==> src/rtl/alu_pkg.sv <==
// Shared definitions for the ALU issue stage: ALU operation encodings and the
// record held per queued instruction.
package alu_pkg;

  typedef enum logic [2:0] {
    AluAnd = 3'b000,
    AluOr  = 3'b001,
    AluAdd = 3'b010,
    AluSub = 3'b110,
    AluSlt = 3'b111
  } aluctr_e;

  typedef struct packed {
    logic [4:0]  rs1;
    logic [4:0]  rs2;
    logic [4:0]  rd;
    logic [31:0] rdata1;
    logic [31:0] rdata2;
    logic [31:0] imm;
    logic        use_imm;
    aluctr_e     aluctr;
    logic        illegal;
  } issue_entry_t;

  localparam int unsigned EntryWidth = $bits(issue_entry_t);

endpackage

==> src/rtl/alu_issue_fifo.sv <==
// Two-deep queue of decoded issue entries. Head is read combinationally from
// registered storage, so there is no path from the write side to the read side.
module alu_issue_fifo
  import alu_pkg::*;
(
  input  logic         clk_i,
  input  logic         rst_ni,
  input  logic         flush_i,
  input  logic         push_i,
  input  issue_entry_t wdata_i,
  input  logic         pop_i,
  output issue_entry_t rdata_o,
  output logic         full_o,
  output logic         empty_o
);

  issue_entry_t mem_q [2];
  logic         wptr_q, rptr_q;
  logic [1:0]   count_q;
  logic         do_push, do_pop;

  assign full_o  = (count_q == 2'd2);
  assign empty_o = (count_q == 2'd0);
  // A push into a full queue is refused even if a pop happens the same cycle.
  assign do_push = push_i && !full_o;
  assign do_pop  = pop_i && !empty_o;
  assign rdata_o = mem_q[rptr_q];

  // Storage, pointers and occupancy; flush and reset both empty the queue.
  always_ff @(posedge clk_i or negedge rst_ni) begin
    if (!rst_ni) begin
      for (int i = 0; i < 2; i++) mem_q[i] <= '0;
      wptr_q  <= 1'b0;
      rptr_q  <= 1'b0;
      count_q <= 2'd0;
    end else if (flush_i) begin
      for (int i = 0; i < 2; i++) mem_q[i] <= '0;
      wptr_q  <= 1'b0;
      rptr_q  <= 1'b0;
      count_q <= 2'd0;
    end else begin
      if (do_push) begin
        mem_q[wptr_q] <= wdata_i;
        wptr_q        <= ~wptr_q;
      end
      if (do_pop) rptr_q <= ~rptr_q;
      count_q <= count_q + {1'b0, do_push} - {1'b0, do_pop};
    end
  end

endmodule

==> src/rtl/alu_issue.sv <==
// ALU issue stage: decodes the ALU operation at capture, queues up to two
// instructions and presents the head with forwarded operands.
// Build option ALU_ISSUE_FWD_EN: when defined, head sources are forwarded from
// the EX/MEM and MEM/WB writers; when undefined, the head is held back
// (out_valid=0) while any used non-x0 source matches an active writer.
module alu_issue
  import alu_pkg::*;
(
  input  logic        clk,
  input  logic        rst_n,
  input  logic        in_valid,
  output logic        in_ready,
  input  logic [4:0]  in_rs1,
  input  logic [4:0]  in_rs2,
  input  logic [4:0]  in_rd,
  input  logic [31:0] in_rdata1,
  input  logic [31:0] in_rdata2,
  input  logic [31:0] in_imm,
  input  logic        in_use_imm,
  input  logic [2:0]  in_funct3,
  input  logic        in_funct7_5,
  input  logic        in_rtype,
  input  logic        exm_wen,
  input  logic [4:0]  exm_rd,
  input  logic [31:0] exm_wdata,
  input  logic        mwb_wen,
  input  logic [4:0]  mwb_rd,
  input  logic [31:0] mwb_wdata,
  input  logic        flush,
  output logic        out_valid,
  input  logic        out_ready,
  output logic [31:0] a,
  output logic [31:0] b,
  output logic [2:0]  aluctr,
  output logic [4:0]  out_rd,
  output logic        out_illegal
);

  issue_entry_t new_entry, head;
  logic         full, empty, push, pop, stall;
  logic [31:0]  src1, src2;

  // Writer wen/rd matches a non-x0 source register.
  function automatic logic hits(input logic wen, input logic [4:0] wrd, input logic [4:0] rs);
    return wen && (wrd == rs) && (rs != 5'd0);
  endfunction

  // Decode the ALU operation and pack the incoming instruction.
  always_comb begin
    new_entry         = '0;
    new_entry.rs1     = in_rs1;
    new_entry.rs2     = in_rs2;
    new_entry.rd      = in_rd;
    new_entry.rdata1  = in_rdata1;
    new_entry.rdata2  = in_rdata2;
    new_entry.imm     = in_imm;
    new_entry.use_imm = in_use_imm;
    new_entry.aluctr  = AluAdd;
    new_entry.illegal = 1'b0;
    case (in_funct3)
      3'b000:  new_entry.aluctr = (in_rtype && in_funct7_5) ? AluSub : AluAdd;
      3'b111:  new_entry.aluctr = AluAnd;
      3'b110:  new_entry.aluctr = AluOr;
      3'b010:  new_entry.aluctr = AluSlt;
      default: new_entry.illegal = 1'b1;
    endcase
  end

  // in_ready is low throughout reset and depends only on registered occupancy.
  assign in_ready  = rst_n && !full;
  assign push      = in_valid && in_ready;
  assign out_valid = !empty && !stall;
  assign pop       = out_valid && out_ready;

  alu_issue_fifo u_fifo (
    .clk_i   (clk),
    .rst_ni  (rst_n),
    .flush_i (flush),
    .push_i  (push),
    .wdata_i (new_entry),
    .pop_i   (pop),
    .rdata_o (head),
    .full_o  (full),
    .empty_o (empty)
  );

`ifdef ALU_ISSUE_FWD_EN
  // Forward head sources; EX/MEM wins over MEM/WB.
  always_comb begin
    src1 = head.rdata1;
    src2 = head.rdata2;
    if (hits(exm_wen, exm_rd, head.rs1))      src1 = exm_wdata;
    else if (hits(mwb_wen, mwb_rd, head.rs1)) src1 = mwb_wdata;
    if (hits(exm_wen, exm_rd, head.rs2))      src2 = exm_wdata;
    else if (hits(mwb_wen, mwb_rd, head.rs2)) src2 = mwb_wdata;
  end
  assign stall = 1'b0;
`else
  logic unused_wdata;
  assign unused_wdata = ^{exm_wdata, mwb_wdata};

  // No forwarding: hold the head while a used source is still being written.
  always_comb begin
    src1  = head.rdata1;
    src2  = head.rdata2;
    stall = hits(exm_wen, exm_rd, head.rs1) || hits(mwb_wen, mwb_rd, head.rs1);
    if (!head.use_imm) begin
      stall = stall || hits(exm_wen, exm_rd, head.rs2) || hits(mwb_wen, mwb_rd, head.rs2);
    end
  end
`endif

  // Head outputs, zeroed whenever nothing valid is presented.
  always_comb begin
    a           = '0;
    b           = '0;
    aluctr      = '0;
    out_rd      = '0;
    out_illegal = 1'b0;
    if (out_valid) begin
      a           = src1;
      b           = head.use_imm ? head.imm : src2;
      aluctr      = head.aluctr;
      out_rd      = head.rd;
      out_illegal = head.illegal;
    end
  end

endmodule

==> config.mk <==
export PLATFORM = sky130hd
export DESIGN_NAME = alu_issue
export DESIGN_NICKNAME = d
export VERILOG_FILES = /design/src/rtl/alu_pkg.sv /design/src/rtl/alu_issue_fifo.sv /design/src/rtl/alu_issue.sv
export SDC_FILE = /design/constraint.sdc
export NUM_CORES = 1
export LEC_CHECK = 0
export ABC_CLOCK_PERIOD_IN_PS = 3130
export BUFFER_PORTS_ARGS = -buffer_cell sky130_fd_sc_hd__buf_4
export CORE_MARGIN = 3
export CORE_UTILIZATION = 53
export CTS_CLUSTER_SIZE = 12
export DETAILED_ROUTE_END_ITERATION = 6
export PLACE_DENSITY = 0.89
export SETUP_SLACK_MARGIN = 0.3
export SYNTH_ARGS = -nofsm -noshare
export SYNTH_HDL_FRONTEND = slang
export SYNTH_SLANG_ARGS = --single-unit
==> constraint.sdc <==
create_clock -name clk -period 3.13 [get_ports clk]
set_input_delay 0.313 -clock clk [delete_from_list [all_inputs] [get_ports clk]]
set_output_delay 0.313 -clock clk [all_outputs]
set_load 0.1 [all_outputs]
==> results of run 1 <==
==> how the worst max path moves through the flow <==
stage                              start    end  slack (ns)
2_1_floorplan  u_fifo.rptr_q$_DFFE_PN0P_  a[23]       -0.21
3_3_place_gp   u_fifo.rptr_q$_DFFE_PN0P_   b[3]        0.17
3_5_place_dp   u_fifo.rptr_q$_DFFE_PN0P_  b[13]        0.12
4_1_cts        u_fifo.rptr_q$_DFFE_PN0P_   b[0]       -0.17
5_1_grt        u_fifo.rptr_q$_DFFE_PN0P_   b[7]       -0.32
6_report       u_fifo.rptr_q$_DFFE_PN0P_   b[7]       -0.24
==> what timing repair did <==
item / in CTS / in global routing
pin swaps: 14 / 13
gates cloned: 4 / 2
setup buffers: 14 / 1
endpoints found under the setup margin: 76 / 77
resized for setup: 181 / 68
hold buffers: 0 / 0
==> metrics by stage <==
step / area, sq um / utilization / power, mW / hold slack (ns) / worst slack [ns]
after global placement: 12700 / 0.6676 / 6.440 / 0.4746 / 0.1696
after global routing: 14760 / 0.7762 / 10.57 / 0.01225 / -0.3159
after detailed placement: 12700 / 0.6676 / 6.482 / 0.4752 / 0.1159
after CTS: 14400 / 0.7573 / 9.933 / 0.01813 / -0.1730
after floorplan: 10880 / - / 5.713 / 0.01741 / -0.2078
final: 14760 / 0.7762 / 10.24 / -0.06457 / -0.2412
==> flip-flops by register name, indices dropped and copies added (netlist names) <==
register,cells
u_fifo.rptr_q,1
u_fifo.wptr_q,1
u_fifo.count_q,2
u_fifo.mem_q,232
==> cell families (layout without fill, tap and decap cells) <==
family          after synthesis  in the layout  synth area share
xor+xnor                     23             23           0.01927
simple gates                101            101           0.04776
compound gates              309            309            0.2492
flops                       236            236            0.5649
fa+ha+maj                     2              2          0.002393
mux                          83             83           0.08139
buf+inv                      88            292           0.03507
==> cells in the final DEF (no fill, tap or decap), types with 2 or more instances in the layout <==
cell type                   netlist  layout
sky130_fd_sc_hd__and2_1           2       2
sky130_fd_sc_hd__nand2_1          2       2
sky130_fd_sc_hd__buf_8            0       3
sky130_fd_sc_hd__dfrtp_1        236     233
sky130_fd_sc_hd__xnor2_2          0       3
sky130_fd_sc_hd__buf_12           0      61
sky130_fd_sc_hd__a22o_1         232     232
sky130_fd_sc_hd__a21oi_1          5       3
sky130_fd_sc_hd__nor4_1           4       2
sky130_fd_sc_hd__buf_16           0       4
sky130_fd_sc_hd__a211oi_1        65      33
sky130_fd_sc_hd__xnor2_1         18      15
sky130_fd_sc_hd__mux2i_4          1       8
sky130_fd_sc_hd__xor2_1           5       4
sky130_fd_sc_hd__clkbuf_16        0      27
sky130_fd_sc_hd__clkinv_2         0       4
sky130_fd_sc_hd__mux2i_1         80      75
sky130_fd_sc_hd__nor2b_1         34      34
sky130_fd_sc_hd__nor4_2           0       2
sky130_fd_sc_hd__clkbuf_8         0       5
sky130_fd_sc_hd__clkbuf_1        67       6
sky130_fd_sc_hd__inv_1            4       4
sky130_fd_sc_hd__nor2_1          49      26
sky130_fd_sc_hd__a211oi_4         0      31
sky130_fd_sc_hd__nor2_4           0      14
sky130_fd_sc_hd__nor2_2           0       9
sky130_fd_sc_hd__dfrtp_2          0       2
sky130_fd_sc_hd__a32oi_2          0       2
sky130_fd_sc_hd__buf_6            1      33
sky130_fd_sc_hd__nor3_1           5       4
sky130_fd_sc_hd__buf_4            5     144
==> power breakdown <==
part	internal (mW)	switching, mW
clock	1.57	1.15
sequential	3.24	0.143
combinational	1.58	2.55
==> layer usage <==
metal  wire length, microns  GRT usage  up-vias
met1                  12450     0.3787     4280
met2                  15750     0.4480      440
met4                    828    0.08090        0
met5                      0          0        -
li1                       -          -     3564
met3                   2756    0.07387       57
==> area by class of cell <==
cell class	instances	area, sq um
Clock buffer	36	716.9
Clock inverter	4	20.02
Fill cell	1091	4257
Inverter	5	21.27
Multi-Input combinational cell	518	4887
Sequential cell	236	5912
Tap cell	260	325.3
Timing Repair Buffer	247	2879
==> metrics.cfg, run 1 <==
[synth]
synth_commonest_cells = sky130_fd_sc_hd__dfrtp_1 (236), sky130_fd_sc_hd__a22o_1 (232), sky130_fd_sc_hd__mux2i_1 (80)
synth_edf_count = 0
largest_area_contributor_in_the_netlist = sky130_fd_sc_hd__dfrtp_1
netlist.area_leader.share = 0.5649
post_synth_inst_count = 842
synth.yosys.seq_area_share = 0.5649
post-synth-top-count-cell = sky130_fd_sc_hd__dfrtp_1
mappedNetlistNets = 1042
synth_area_leaders = sky130_fd_sc_hd__dfrtp_1 (56%), sky130_fd_sc_hd__a22o_1 (19%), sky130_fd_sc_hd__mux2i_1 (7.7%)
synth_cell_types = 34
yosys_register_bits = 236
yosysWarningCount = 0
mappedNetlistArea_sq_um = 10450
synthesis.area_per_instance_sq_um = 12.42
share_of_synthesized_registers_carrying_an_async_set_or_reset = 1.000
ys_dominant_reg_cell = sky130_fd_sc_hd__dfrtp_1

[timing]
rsz0062_at_grt = true
fin_tns_setup_ns = -13.42
peak_freq_mhz = 296.6
timing_max_transition_violations_final = 0
finalWorstSetupSlack_ns = -0.2412
fin_worst_hold_slack_ns = -0.06457
timing.final.crit_share = 1.077
timing.final.hold_violations = 44
worst_slew_pin_slew_ns = 0.9455
fin_worst_skew_ns = 0.007318
slew_headroom = 0.3697
finalCriticalPeriod_ns = 3.371
setup_viol = 75

[die]
die_width_microns = 146.4
initial_utilization = 0.5497
fp.coreArea_sq_um = 19020
placementRows = 50
die_h_microns = 146.4
die-area_sq_um = 21440
io-pin-count = 273

[final_layout]
ratio_of_cells_with_drive_above_1_in_the_final_layout = 0.3489
final_nets = 1233
num_antenna_cells = 0
final_cell_count_no_fill = 1306
layout_overhead_on_the_synthesized_area_pct = 41.21

[setup_path]
top_delay_family_on_crit_path = buffers and inverters
worstReg2RegEnd = u_fifo.count_q[1]$_DFF_PN0_
critical_path.max_fanout = 8
crit_path_cell_chain = buf_12, mux2i_4, xor2_1, and2_1, a32oi_2, o221ai_4, buf_6, clkbuf_16, a211oi_4, buf_12
critical_setup_path_class = reg -> out
max_stage_delay_ns = 0.54
path_buf_inv = 4
reg2reg_setup_slack_ns = -0.16
arrival_ns = 3.06
sort_of_element_at_the_end_of_the_critical_path = output pin
crit_path_start_kind = flop
cpMaxStageDelayCell = sky130_fd_sc_hd__dfrtp_4
path_common_cell = sky130_fd_sc_hd__buf_12
cp.depth = 10
cp.required_ns = 2.82
timing.rr.start = u_fifo.rptr_q$_DFFE_PN0P_
reg2reg_depth = 16

[power]
power_density_cells_nw_per_um2 = 693.6
max-vdd-ir-drop_mv = 0.6714
cellLeakagePower_nw = 6.478

[cts]
clock_tree.buffer_depth = 3
cts_root_buffer = sky130_fd_sc_hd__clkbuf_16
cts-buffers-inserted = 25
cts_max_level = 1
cts_sinks = 236
cts_tree = yes
worst_skew_pair.late_latency_ns = 0.50
path_clk_slew_ns = 0.06

[placed_design]
gpl.final_weighted_congestion = 0.7797
post-place-cells = 1245
io_buffers = 208
dp_hpwl_microns = 16770

[min_path]
timing.hold.worst.class = in -> async

[drt]
drt_first_iter_violations = 570
detail-route-antenna-nets = 0
drt-vias-per-instance = 6.387
drt-total-wl_microns = 31790
avgRoutedWirePerCell_microns = 24.34
route.vias.total = 8341
drcViolationCount = 0
first_pass_iters = 5

[flow_run]
timing.max_cap.violations = 0

[global_routing]
antenna_violations_before_repair = 0
global_route.usage.total = 0.2793
grt_start_max_net_pins = 161
grt_pass1_wl_microns = 48840
grt_overflow_total = 0
first_global_vias = 8775

[outcome]
run_status = finished, violations left
violations = hold timing, setup timing

Power figures use the tool's default switching activity.
==> inputs of run 2 (changes only) <==
--- a/config.mk
+++ b/config.mk
@@ -5,8 +5,8 @@
 export SDC_FILE = /design/constraint.sdc
 export NUM_CORES = 1
 export LEC_CHECK = 0
-export ABC_CLOCK_PERIOD_IN_PS = 3130
 export BUFFER_PORTS_ARGS = -buffer_cell sky130_fd_sc_hd__buf_4
+export CAP_MARGIN = 10
 export CORE_MARGIN = 3
 export CORE_UTILIZATION = 53
 export CTS_CLUSTER_SIZE = 12
==> constraint.sdc (replaced) <==
create_clock -name clk -period 3.75 [get_ports clk]
set_input_delay 0.375 -clock clk [delete_from_list [all_inputs] [get_ports clk]]
set_output_delay 0.375 -clock clk [all_outputs]
set_load 0.1 [all_outputs]
==> run 2 against run 1 <==
  * The run now ends clean
  * Clock power is 10% lower
  * Setup slack better by 0.57 ns
  * Wire length is 9.3% lower
  * Worst hold slack better by 0.15 ns
  * Final area is 7.7% lower
  * Total power is 23% lower
  * Critical path depth stayed put
  * Largest power group is now registers
  * Sequential share of layout area is 3.3 points higher
  * Die area stayed put
  * Highest routed layer unchanged
==> metrics.cfg, run 2 (synthesized netlist as in run 1, its figures left out) <==
[timing]
peak_freq_mhz = 292.0
timing_max_transition_violations_final = 0  ; unchanged
setup_viol = 0  ; -100%
timing.final.hold_violations = 0  ; -100%
fin_worst_hold_slack_ns = 0.08093  ; +0.1455 ns
finalWorstSetupSlack_ns = 0.3257  ; +0.5669 ns
rsz0062_at_grt = true
finalCriticalPeriod_ns = 3.424
worst_slew_pin_slew_ns = 0.9238  ; -0.02171 ns
timing.final.crit_share = 0.9132
fin_worst_skew_ns = 0.009685  ; +0.002367 ns
slew_headroom = 0.3842  ; +0.01448

[setup_path]
path_buf_inv = 4  ; unchanged
sort_of_element_at_the_end_of_the_critical_path = output pin
worstReg2RegEnd = u_fifo.count_q[1]$_DFF_PN0_
top_delay_family_on_crit_path = buffers and inverters
max_stage_delay_ns = 0.52  ; -0.02 ns
reg2reg_setup_slack_ns = 0.71  ; +0.87 ns
crit_path_start = u_fifo.rptr_q$_DFFE_PN0P_
critical_setup_path_class = reg -> out
timing.rr.start = u_fifo.rptr_q$_DFFE_PN0P_
cpMaxStageDelayCell = sky130_fd_sc_hd__dfrtp_4
cp.required_ns = 3.38  ; +0.56 ns
reg2reg_depth = 15  ; -1
critical_path.max_fanout = 15  ; +7
cp.depth = 10  ; unchanged
crit_end = b[27]
crit_path_start_kind = flop
crit_path_cell_chain = buf_12, mux2i_4, xnor2_1, nor4_1, a32oi_1, o221ai_4, buf_6, clkbuf_16, a211oi_2, clkbuf_8
arrival_ns = 3.05  ; about the same

[drt]
drt_first_iter_violations = 632  ; +11%
avgRoutedWirePerCell_microns = 22.12  ; -9.1%
drt-total-wl_microns = 28850  ; -9.3%
drcViolationCount = 0  ; unchanged
detail-route-antenna-nets = 0  ; unchanged
route.vias.total = 8091  ; -3.0%
drt-vias-per-instance = 6.205  ; -2.8%
first_pass_iters = 5  ; unchanged

[power]
max-vdd-ir-drop_mv = 0.3723  ; -45%
power_density_cells_nw_per_um2 = 580.4  ; -16%
cellLeakagePower_nw = 6.249  ; -3.5%

[global_routing]
first_global_vias = 8498  ; -3.2%
grt_overflow_total = 0  ; unchanged
grt_pass1_wl_microns = 44330  ; -9.2%
global_route.usage.total = 0.2485  ; -0.03077
antenna_violations_before_repair = 0  ; unchanged
grt_start_max_net_pins = 73  ; -55%

[cts]
path_clk_slew_ns = 0.06  ; about the same
cts_tree = yes
cts_max_level = 1  ; unchanged
worst_skew_pair.late_latency_ns = 0.52  ; +0.02 ns
clock_tree.buffer_depth = 3  ; unchanged
cts-buffers-inserted = 26  ; +4.0%
cts_sinks = 236  ; unchanged
cts_root_buffer = sky130_fd_sc_hd__clkbuf_16

[die]
die_h_microns = 146.4  ; unchanged
die-area_sq_um = 21440  ; unchanged
fp.coreArea_sq_um = 19020  ; unchanged
io-pin-count = 273  ; unchanged
placementRows = 50  ; unchanged
die_width_microns = 146.4  ; unchanged
initial_utilization = 0.5497  ; unchanged

[final_layout]
biggestRegsByFlops = u_fifo.mem_q (232), u_fifo.count_q (2)
ratio_of_cells_with_drive_above_1_in_the_final_layout = 0.3142  ; -0.03477
layout.cells.most_common_list = sky130_fd_sc_hd__dfrtp_1 (233), sky130_fd_sc_hd__a22o_1 (232), sky130_fd_sc_hd__buf_4 (198), sky130_fd_sc_hd__mux2i_1 (73), sky130_fd_sc_hd__nor2_1 (48)
num_antenna_cells = 0  ; unchanged
largest_register_ff_count = 232  ; unchanged
fin_area_sq_um = 13620  ; -7.7%
layout.cells.most_common = sky130_fd_sc_hd__dfrtp_1
largest-register = u_fifo.mem_q
layout_overhead_on_the_synthesized_area_pct = 30.32
final_nets = 1225  ; -0.65%
postLayoutCoreUtil = 0.7163  ; -0.05987

[placed_design]
post-place-ws_ns = 0.4447  ; +0.3288 ns
dp_hpwl_microns = 16810  ; +0.19%
gpl.final_weighted_congestion = 0.8261  ; +6.0%
io_buffers = 208  ; unchanged
dpl_cell_area_sq_um = 12210  ; -3.8%

[min_path]
timing.hold.worst.class = in -> reg

[outcome]
run_status = finished clean

[flow_run]
timing.max_cap.violations = 0  ; unchanged

[run 2: cell types whose count changed in the layout (fill, tap and decap cells not counted), sizes merged]
| cell | previous run | this run |
|---|---|---|
| buf | 245 | 213 |
| dlygate4sd3 | 0 | 1 |
| inv | 5 | 6 |
| clkbuf | 38 | 65 |
| bufinv | 0 | 1 |
[run 2: routing by layer]
metal  global-route usage  wire (microns)  vias to the layer above
met2               0.4138           14500                      335
met3              0.04997            1869                       52
met4              0.08137             688                        0
li1                     -               -                     3569
met5                    0               0                        -
met1               0.3297           11790                     4135
[run 2: layout make-up]
| class | count | area, sq um |
|---|---|---|
| multi-input cells | 518 | 4493 |
| flip-flops and latches | 236 | 5912 |
| repair buffers | 238 | 2057 |
| fillers | 1279 | 5395 |
| inverters | 5 | 18.77 |
| well taps | 260 | 325.3 |
| clock inverters | 6 | 58.81 |
| clock buffers | 41 | 758.2 |
[run 2: worst min-delay path by stage]
| stage | startpoint | cells past startpoint | end |
|---|---|---|---|
| final | in_rdata1[25] | 2 | u_fifo.mem_q[94]$_DFFE_PN0P_ |
| after global routing | in_rdata2[15] | 2 | u_fifo.mem_q[52]$_DFFE_PN0P_ |
| after CTS | in_rdata1[21] | 2 | u_fifo.mem_q[90]$_DFFE_PN0P_ |
| after detailed placement | rst_n | 1 | u_fifo.mem_q[223]$_DFFE_PN0P_ |
| after global placement | rst_n | 1 | u_fifo.mem_q[71]$_DFFE_PN0P_ |
| after floorplan | rst_n | 0 | u_fifo.count_q[0]$_DFF_PN0_ |
[run 2: repair_timing]
action                     4_1_cts  5_1_grt
gates cloned                     0        2
setup buffers                    7        2
pin swaps                        3        3
hold endpoints to repair        50        0
gates resized for setup         14       67
hold buffers                     1        0
setup endpoints to repair       73       73
[run 2: per-stage QoR]
stage	power [mW]	TNS, ns	instances
final	7.907	0	1304
after global placement	5.051	0	1245
after detailed placement	5.083	0	1245
after global routing	8.175	0	1304
after floorplan	4.475	-14.48	842
after CTS	7.610	0	1300
[run 2: power breakdown]
| group | switching, mW | internal [mW] |
|---|---|---|
| combinational | 1.76 | 0.879 |
| sequential | 0.117 | 2.71 |
| clock | 0.989 | 1.45 |
| total | 2.87 | 5.04 |
==> inputs of run 3 (changes only) <==
--- a/config.mk
+++ b/config.mk
@@ -7,11 +7,13 @@
 export LEC_CHECK = 0
 export BUFFER_PORTS_ARGS = -buffer_cell sky130_fd_sc_hd__buf_4
 export CAP_MARGIN = 10
+export CELL_PAD_IN_SITES_DETAIL_PLACEMENT = 0
+export CELL_PAD_IN_SITES_GLOBAL_PLACEMENT = 2
 export CORE_MARGIN = 3
-export CORE_UTILIZATION = 53
+export CORE_UTILIZATION = 34
 export CTS_CLUSTER_SIZE = 12
 export DETAILED_ROUTE_END_ITERATION = 6
-export PLACE_DENSITY = 0.89
+export PLACE_DENSITY = 0.88
 export SETUP_SLACK_MARGIN = 0.3
 export SYNTH_ARGS = -nofsm -noshare
 export SYNTH_HDL_FRONTEND = slang
==> run 3 against run 2 <==
  * Flip-flop and latch count unchanged
  * Count of clock-buffer cells in the layout rose by 3
  * Global-route usage down 7.3 points
  * Wire length up 4.0%
  * Highest routed layer unchanged
==> metrics.cfg, run 3 (synthesized netlist as in run 1, its figures left out) <==
[timing]
finalCriticalPeriod_ns = 3.441  ; +0.01647 ns
rsz0062_at_grt = true
timing.final.hold_violations = 0  ; unchanged
slew_headroom = 0.3665  ; -0.01766
setup_viol = 0  ; unchanged
worst_slew_pin_slew_ns = 0.9503  ; +0.02649 ns
finalWorstSetupSlack_ns = 0.3092  ; -0.01647 ns
timing.final.crit_share = 0.9175  ; +0.004392
fin_worst_skew_ns = 0.01708  ; +0.007398 ns
timing_max_transition_violations_final = 0  ; unchanged
peak_freq_mhz = 290.6  ; -0.48%

[min_path]
worst_hold_startpoint = in_rs2[3]
timing.hold.worst.class = in -> reg

[cts]
cts_sinks = 236  ; unchanged
cts_max_level = 1  ; unchanged
worst_skew_pair.late_latency_ns = 0.53  ; about the same
cts_tree = yes
clock_tree.buffer_depth = 3  ; unchanged
cts_root_buffer = sky130_fd_sc_hd__clkbuf_16
cts-buffers-inserted = 28  ; +7.7%
path_clk_slew_ns = 0.06  ; about the same

[setup_path]
sort_of_element_at_the_end_of_the_critical_path = output pin
arrival_ns = 3.07  ; +0.02 ns
critical_path.max_fanout = 20  ; +5
critical_setup_path_class = reg -> out
cp.required_ns = 3.38  ; about the same
crit_path_start_kind = flop
timing.rr.start = u_fifo.rptr_q$_DFFE_PN0P_
crit_path_start = u_fifo.rptr_q$_DFFE_PN0P_

[outcome]
run_status = finished clean

[final_layout]
ratio_of_cells_with_drive_above_1_in_the_final_layout = 0.2978  ; -0.01639
final_cell_count_no_fill = 1431  ; +9.7%
num_antenna_cells = 0  ; unchanged
seq_area_sq_um = 5912  ; unchanged
biggestRegsByFlops = u_fifo.mem_q (232), u_fifo.count_q (2)
final_nets = 1221  ; -0.33%
layout_overhead_on_the_synthesized_area_pct = 30.51
layout.cells.most_common = sky130_fd_sc_hd__dfrtp_1
largest_register_ff_count = 232  ; unchanged
filler_cell_count = 2829  ; +120%
largest-register = u_fifo.mem_q
multi_input_gate_area_sq_um = 4364  ; -2.9%
layout.cells.most_common_list = sky130_fd_sc_hd__dfrtp_1 (233), sky130_fd_sc_hd__a22o_1 (232), sky130_fd_sc_hd__buf_4 (208), sky130_fd_sc_hd__mux2i_1 (74), sky130_fd_sc_hd__a211oi_1 (54)

[drt]
drt_first_iter_violations = 446  ; -29%
drcViolationCount = 0  ; unchanged
drt-vias-per-instance = 5.523  ; -11%
route.vias.total = 7903  ; -2.3%
avgRoutedWirePerCell_microns = 20.97  ; -5.2%
first_pass_iters = 4  ; -1
drt-total-wl_microns = 30020  ; +4.0%
detail-route-antenna-nets = 0  ; unchanged

[die]
fp.coreArea_sq_um = 29950  ; +58%
io-pin-count = 273  ; unchanged
die_h_microns = 181.3  ; +24%
die-area_sq_um = 32890  ; +53%
placementRows = 63  ; +26%
die_width_microns = 181.3  ; +24%
initial_utilization = 0.3490  ; -0.2007

[flow_run]
timing.max_cap.violations = 0  ; unchanged

[power]
cellLeakagePower_nw = 6.225  ; -0.39%
power_density_cells_nw_per_um2 = 586.7  ; +1.1%
max-vdd-ir-drop_mv = 0.4341  ; +17%
total_power_mw = 8.005  ; +1.2%

[global_routing]
groute.layer.met1.usage = 0.2466  ; -0.08316
grt_pass1_wl_microns = 47180  ; +6.4%
grt_use_met3 = 0.03201  ; -0.01796
grt_overflow_total = 0  ; unchanged
antenna_violations_before_repair = 0  ; unchanged
grt.met2_usage = 0.2826  ; -0.1312
grt_start_max_net_pins = 75  ; +2.7%
global_route.usage.total = 0.1758  ; -0.07270
busiest_layer_in_global_routing = met2
first_global_vias = 8246  ; -3.0%

[placed_design]
post-place-cells = 1374  ; +10%
io_buffers = 208  ; unchanged
post-place-ws_ns = 0.5403  ; +0.09561 ns
gpl.final_weighted_congestion = 0.7465  ; -9.6%
dp_hpwl_microns = 17860  ; +6.3%

-- run 3: cell types whose count changed in the layout (fill, tap and decap cells not counted), moves of 2 or more --
cell	before	now
sky130_fd_sc_hd__clkinv_2	4	1
sky130_fd_sc_hd__a211oi_1	35	54
sky130_fd_sc_hd__buf_8	1	3
sky130_fd_sc_hd__clkbuf_8	25	18
sky130_fd_sc_hd__mux2i_2	3	5
sky130_fd_sc_hd__mux2i_4	7	4
sky130_fd_sc_hd__clkbuf_1	11	7
sky130_fd_sc_hd__clkinvlp_4	0	2
sky130_fd_sc_hd__a211oi_2	29	11
sky130_fd_sc_hd__buf_6	10	6
sky130_fd_sc_hd__buf_4	198	208
-- run 3: final cells by class --
type                            instances  share of cell area
Inverter                                5            0.001376
Clock inverter                          6            0.006511
Multi-Input combinational cell        518              0.3199
Timing Repair Buffer                  232              0.1399
Tap cell                              390             0.03577
Clock buffer                           44             0.06319
Sequential cell                       236              0.4333
-- run 3: per-stage QoR --
stage	utilization	instance area, sq um	setup TNS, ns	hold slack (ns)
finish	0.4555	13640	0	0.06278
CTS	0.4494	13460	0	0.03519
floorplan	-	10470	-14.48	0.07941
global placement	0.4132	12380	0	0.3011
global route	0.4555	13640	0	0.04728
detailed placement	0.4132	12380	0	0.2979
-- run 3: repair_timing --
action | CTS | global route
gates resized for setup | 10 | 33
gates cloned | 1 | 0
endpoints found under the hold margin | 46 | 0
endpoints found under the setup margin | 74 | 74
buffers inserted | 4 | 1
pin swaps | 1 | 4
hold buffers | 1 | 0
-- run 3: power breakdown --
part	total [mW]	leakage, nW	internal [mW]	switching, mW
Clock	2.75	0.460	1.70	1.04
Sequential	2.82	3.25	2.71	0.109
Combinational	2.44	2.52	0.746	1.69
-- run 3: worst max-delay path, cell delays in order (launching register included) --
cell                       delay, ns
sky130_fd_sc_hd__dfrtp_4        0.49
sky130_fd_sc_hd__buf_12         0.16
sky130_fd_sc_hd__mux2i_4        0.19
sky130_fd_sc_hd__xnor2_1        0.14
sky130_fd_sc_hd__nor4_2         0.32
sky130_fd_sc_hd__a32oi_2        0.19
sky130_fd_sc_hd__o221ai_4       0.33
sky130_fd_sc_hd__buf_4          0.20
sky130_fd_sc_hd__buf_16         0.18
sky130_fd_sc_hd__a211oi_1       0.07
sky130_fd_sc_hd__clkbuf_8       0.27
-- run 3: worst paths after layout --
kind	endpoint	slack, ns	cells past startpoint
worst max-delay path	b[28]	0.31	10
worst min-delay path	u_fifo.mem_q[109]$_DFFE_PN0P_	0.06	2
worst max register to register	u_fifo.count_q[1]$_DFF_PN0_	0.91	13
worst min register to register	u_fifo.mem_q[165]$_DFFE_PN0P_	0.49	1
max in group asynchronous	u_fifo.mem_q[120]$_DFFE_PN0P_	1.40	4
min in group asynchronous	u_fifo.mem_q[85]$_DFFE_PN0P_	0.36	2
-- run 3: layer usage --
layer,share of wire,up-vias
met3,0.053,44
met2,0.47,202
li1,-,3573
met1,0.45,4084
met4,0.024,0
met5,0,-
